$ cat src/rtl/wb_csr_bank.sv
// Wishbone B3 slave exposing NUM_REGS 32-bit CSRs whose bits are individually typed
// RW / SC / W1C / RO, with a registered single-beat response, sticky events and an irq.
module wb_csr_bank #(
  parameter int unsigned                NUM_REGS  = 4,
  parameter logic [31:0]                ADR_BASE  = 32'h8000_0000,
  parameter logic [31:0]                ADR_MASK  = 32'hFFFF_FF00,
  parameter logic [NUM_REGS*32-1:0]     RW_MASK   = {32'h0, 32'h0, 32'hFFFF_FFFF, 32'h0000_0002},
  parameter logic [NUM_REGS*32-1:0]     SC_MASK   = {32'h0, 32'h0, 32'h0, 32'h0000_0001},
  parameter logic [NUM_REGS*32-1:0]     W1C_MASK  = {32'h0, 32'h0000_00FF, 32'h0, 32'h0},
  parameter logic [NUM_REGS*32-1:0]     RO_MASK   = {32'hFFFF_FFFF, 32'h0, 32'h0, 32'h0},
  parameter logic [NUM_REGS*32-1:0]     RESET_VAL = '0
) (
  input  logic                     wb_clk_i,
  input  logic                     wb_rst_n_i,
  input  logic                     wb_cyc_i,
  input  logic                     wb_stb_i,
  input  logic                     wb_we_i,
  input  logic [31:0]              wb_adr_i,
  input  logic [3:0]               wb_sel_i,
  input  logic [31:0]              wb_dat_i,
  input  logic [2:0]               wb_cti_i,
  input  logic [1:0]               wb_bte_i,
  output logic [31:0]              wb_dat_o,
  output logic                     wb_ack_o,
  output logic                     wb_err_o,
  output logic                     wb_rty_o,
  input  logic [NUM_REGS*32-1:0]   status_i,
  input  logic [NUM_REGS*32-1:0]   event_i,
  output logic [NUM_REGS*32-1:0]   ctrl_o,
  output logic                     irq_o
);

  localparam int unsigned   DW      = NUM_REGS * 32;
  localparam int unsigned   IDXW    = (NUM_REGS > 2) ? $clog2(NUM_REGS) : 1;
  localparam logic [DW-1:0] ST_MASK = RW_MASK | SC_MASK | W1C_MASK;
  localparam logic [DW-1:0] OVL     = (RW_MASK & SC_MASK) | (RW_MASK & W1C_MASK) | (RW_MASK & RO_MASK)
                                    | (SC_MASK & W1C_MASK) | (SC_MASK & RO_MASK) | (W1C_MASK & RO_MASK);

  typedef enum logic {S_IDLE, S_RESP} state_t;

  state_t           r_state, w_state_nxt;
  logic             w_accept;
  logic             w_hit, w_req, w_bad, w_wr, w_rd;
  logic [29:0]      w_word;
  logic [IDXW-1:0]  w_idx;
  logic [31:0]      w_bmask;
  logic [31:0]      w_rd_word;
  logic [DW-1:0]    w_wsel, w_wdat, w_reg_nxt;
  logic [DW-1:0]    r_reg;
  logic             r_ack, r_err, r_irq;
  logic [31:0]      r_dat;
  logic             w_unused;

  // Full in-window word offset catches out-of-range indices that alias onto idx bits.
  assign w_hit  = (wb_adr_i & ADR_MASK) == ADR_BASE;
  assign w_req  = wb_cyc_i & wb_stb_i & w_hit;
  assign w_word = wb_adr_i[31:2] & ~ADR_MASK[31:2];
  assign w_idx  = wb_adr_i[IDXW+1:2];
  assign w_bad  = (w_word >= 30'(NUM_REGS)) || !((wb_cti_i == 3'b000) || (wb_cti_i == 3'b111));
  assign w_wr   = w_accept & wb_we_i & ~w_bad;
  assign w_rd   = w_accept & ~wb_we_i & ~w_bad;
  assign w_unused = ^{wb_bte_i, wb_adr_i[1:0]};

  always_ff @(posedge wb_clk_i or negedge wb_rst_n_i) begin
    if (!wb_rst_n_i) r_state <= S_IDLE;
    else             r_state <= w_state_nxt;
  end

  always_comb begin
    w_state_nxt = r_state;
    w_accept    = 1'b0;
    case (r_state)
      S_IDLE: if (w_req) begin
        w_accept    = 1'b1;
        w_state_nxt = S_RESP;
      end
      S_RESP:  w_state_nxt = S_IDLE;
      default: w_state_nxt = S_IDLE;
    endcase
  end

  // Lane write mask placed on the addressed register, plus read mux.
  always_comb begin
    w_wsel    = '0;
    w_rd_word = '0;
    for (int b = 0; b < 4; b++) w_bmask[b*8 +: 8] = {8{wb_sel_i[b]}};
    for (int i = 0; i < int'(NUM_REGS); i++) begin
      if (w_idx == IDXW'(i)) begin
        w_rd_word = (r_reg[i*32 +: 32] & ST_MASK[i*32 +: 32]) | (status_i[i*32 +: 32] & RO_MASK[i*32 +: 32]);
        if (w_wr) w_wsel[i*32 +: 32] = w_bmask;
      end
    end
  end

  // RW holds unless written, SC falls back to 0, W1C clears on written 1 and events win.
  assign w_wdat    = {NUM_REGS{wb_dat_i}};
  assign w_reg_nxt = ((RW_MASK | SC_MASK) & ((w_wsel & w_wdat) | (~w_wsel & r_reg & RW_MASK)))
                   | (W1C_MASK & ((r_reg & ~(w_wsel & w_wdat)) | event_i));

  always_ff @(posedge wb_clk_i or negedge wb_rst_n_i) begin
    if (!wb_rst_n_i) begin
      r_reg <= RESET_VAL & ST_MASK;
      r_ack <= 1'b0;
      r_err <= 1'b0;
      r_dat <= '0;
      r_irq <= 1'b0;
    end else begin
      r_reg <= w_reg_nxt;
      r_ack <= w_accept & ~w_bad;
      r_err <= w_accept & w_bad;
      r_dat <= w_rd ? w_rd_word : 32'h0;
      r_irq <= |(r_reg & W1C_MASK);
    end
  end

  always_ff @(posedge wb_clk_i) begin
    assert (OVL == '0) else $error("wb_csr_bank: bit-type masks overlap");
  end

  assign wb_ack_o = r_ack;
  assign wb_err_o = r_err;
  assign wb_dat_o = r_dat;
  assign wb_rty_o = 1'b0;
  assign ctrl_o   = r_reg;
  assign irq_o    = r_irq;

endmodule

$ cat config.mk
export PLATFORM = sky130hd
export DESIGN_NAME = wb_csr_bank
export DESIGN_NICKNAME = d
export VERILOG_FILES = /design/src/rtl/wb_csr_bank.sv
export SDC_FILE = /design/constraint.sdc
export NUM_CORES = 1
export LEC_CHECK = 0
export CAP_MARGIN = 20
export CORE_AREA = 2 2 191 193
export CTS_CLUSTER_SIZE = 25
export DETAILED_ROUTE_END_ITERATION = 16
export DIE_AREA = 0 0 193 195
export GPL_ROUTABILITY_DRIVEN = 0
export PLACE_DENSITY = 0.42
export SYNTH_ARGS = -nofsm -noshare
export SYNTH_HDL_FRONTEND = slang
export SYNTH_SLANG_ARGS = --single-unit
$ cat constraint.sdc
create_clock -name wb_clk_i -period 4.3 [get_ports wb_clk_i]
set_input_delay 0.86 -clock wb_clk_i [delete_from_list [all_inputs] [get_ports wb_clk_i]]
set_output_delay 0.86 -clock wb_clk_i [all_outputs]
set_load 0.01 [all_outputs]
==> summary.txt <==
CTS
  – CTS buffer count: 9
  – CTS Sinks: 78
  – # resized after CTS: 0
  – Deepest clock path buffer count: 2
  – Postcts setup bufs: 0
  – Clock Pin Slew Worst Setup and Hold Paths: 70 ps
  – CTS hold repair buffers: 0
  – Max H-tree Level: 3
  – Clk Latency, worst-skew pair: 350 ps
  – Root Driver: clkbuf_16
  – CTS tree: built

Yosys
  – Number of enable flip-flop cells after synthesis: 0
  – Post-synthesis mux area share: 0.1869
  – Mapped Cells: 341
  – Post-synthesis register bit count: 78
  – Syn Area/Cell: 12.31 µm²
  – Post-synth top flop: dfrtp_1
  – Largest family of logic cells by synthesized area: multiplexers
  – Complex-gate fraction of the synthesized area: 0.02475
  – Post-synth cell types: 29
  – Seq/Total Area, Yosys: 0.4651
  – Adder-cell share of the synthesized area: 0
  – Mapped cell area: 4197 µm²
  – Synth warn: 0
  – FFs w/ async S/R, synth: 1.000
  – Simple-gate share of the synthesized area: 0.1455
  – Synth Area in XOR/XNOR: 0

Pwr
  – VDD IR max: 0.0001955 V
  – P_leak: 2.928 nW
  – PwrDens: 259.1 nW/µm²
  – Power after layout: 1.718 mW

Job
  – Max Cap Violations: 0

Global routing
  – Vias in the first global route: 3227
  – GRT Overall Usage: 0.08092
  – First-pass GRT wire length: 21490 µm
  – Global route overflow: 0
  – Largest net degree at the start of global routing: 61
  – Initial antenna violation count: 2

Worst setup path
  – Worst Reg-to-Reg Cells: 4
  – Critical path fanouts, max: 9
  – Buf/Inv on CP: 1
  – Crit. End Element: register
  – Critical path class: in2reg
  – RR Startpoint: r_state
  – CP Cell Sequence: clkdlybuf4s50_1 > nor4_4 > nand4_4 > or4_1 > mux2_4
  – Data required, critical path: 4530 ps
  – Cell family with most CP delay: simple AND/OR/NAND/NOR gates
  – Slowest stage delay, CP: 910 ps
  – Critical path data arrival time: 3290 ps
  – Startpoint types: input pin
  – Flop-to-flop setup slack: 1950 ps
  – Critical path's slowest cell: or4_1

Cells and area
  – Finished Layout Cells: 1003
  – Filler Cell Count: 3954
  – Final Util: 0.1873
  – Design Area, Final: 6630 µm²
  – Layout area overhead: 57.99%
  – Nets: 870
  – Share of cells above drive strength 1: 0.1978

Floorplan
  – Num ports: 498
  – Die Footprint: 37640 µm²
  – CORE AREA: 35400 µm²
  – Die Width: 193 µm
  – Die Y-Extent: 195 µm
  – Starting density of the core: 0.1186
  – FP Rows: 69

STA
  – WHS: 533.2 ps
  – Setup-failing EPs final: 0
  – Worst Skew: 9.300 ps
  – Final Max Slew Viols: 0
  – TNS Setup: 0 ps
  – Setup ws final: 1236 ps
  – Fin crit period: 3064 ps
  – Fin. Hold Viols: 0
  – RSZ-0062 raised after global routing: no
  – Worst-margin pin slew: 830.1 ps
  – Worst relative slew slack: 0.4466
  – Max Fclk: 0.3264 GHz
  – Part of the cycle the worst path needs: 0.7125

Drt
  – Routed wire length: 15500 µm
  – DRT Pass-1 Iters: 4
  – Routed WL per cell: 15.45 µm
  – Vias/cell: 3.111
  – Initial DRC count: 68
  – DR vias: 3120
  – Final ANT Viol Nets: 0
  – DRC violations left: 0

Placement
  – Dpl hpwl: 12050 µm
  – Placed Instances: 986
  – Place WS: 768.5 ps
  – DP Area: 6340 µm²
  – Port bufs: 190

Status
  – Outcome: finished, final reports clean

Worst hold path
  – Hold Path Stages: 1
  – Worst hold path class: reg2reg
-- cell usage in the layout (no fill, tap or decap), drive strengths merged --
cell type | netlist | final
mux4 | 2 | 2
and2 | 4 | 4
a31oi | 8 | 8
clkdlybuf4s50 | 0 | 187
or4 | 1 | 1
dfrtp | 78 | 78
a22oi | 6 | 6
nand4b | 1 | 1
clkinvlp | 0 | 1
conb | 1 | 87
nor4b | 3 | 3
diode | 0 | 1
nor2 | 10 | 10
nor3 | 3 | 3
inv | 8 | 12
nand2 | 1 | 1
nand4 | 1 | 1
nand3 | 6 | 6
clkbuf | 11 | 9
nor4 | 12 | 12
and3 | 25 | 25
clkinv | 0 | 2
o21ai | 1 | 1
mux2 | 63 | 63
nor2b | 7 | 7
buf | 89 | 11
-- routing by layer --
layer	GRT usage	up-vias	routed length, µm
met4	0.02020	2	146
li1	-	1415	-
met3	0.03289	12	1796
met5	0	-	7
met1	0.1058	1463	7060
met2	0.1233	228	6485
-- cell usage after synthesis (all sizes together) (4+ instances only) --
master,instances,area share
a31oi,8,0.012
nor2,10,0.0089
nor2b,7,0.010
buf,89,0.16
clkbuf,11,0.010
and2,4,0.0060
dfrtp,78,0.47
nand3,6,0.010
inv,8,0.0072
nor4,12,0.042
and3,25,0.037
mux2,63,0.18
a22oi,6,0.011
-- logic make-up after synthesis --
group	after synthesis
compound gates	15
buf+inv	108
flops	78
mux	65
other cells	1
simple gates	74
-- worst max-delay path by stage --
stage                 startpoint  endpoint  slack [ps]  cells past startpoint
finish              wb_adr_i[28]  register        1240                      5
global route        wb_adr_i[28]  register        1100                      5
CTS                 wb_adr_i[28]  register        1140                      5
detailed placement  wb_adr_i[28]  register         770                      5
global placement    wb_adr_i[28]  register         770                      5
floorplan           wb_adr_i[20]  register        1820                      5
-- layout make-up --
cell class | instances | area [µm²] | area share
multi-input combinational | 241 | 1832 | 0.2763
inverter | 8 | 30.03 | 0.004529
clock inverter | 7 | 62.56 | 0.009436
timing repair buffer | 198 | 1949 | 0.2940
antenna | 1 | 2.502 | 0.0003774
sequential | 78 | 1952 | 0.2944
clock buffer | 9 | 225.2 | 0.03397
tap | 461 | 576.8 | 0.08700
-- worst reg2reg max path, cell delays in order, from the launching register on --
cell	delay (ps)
dfrtp_1	410
nor4_4	180
nand4_4	300
or4_1	920
mux2_4	420
-- report_power, final --
group,switching (mW),total [mW],internal [mW],leakage [nW]
registers,0.000000000641,0.733,0.733,1.04
logic,0.103,0.218,0.115,1.75
clock network,0.362,0.766,0.404,0.139
Note: power is estimated with default switching activity, not from simulation.
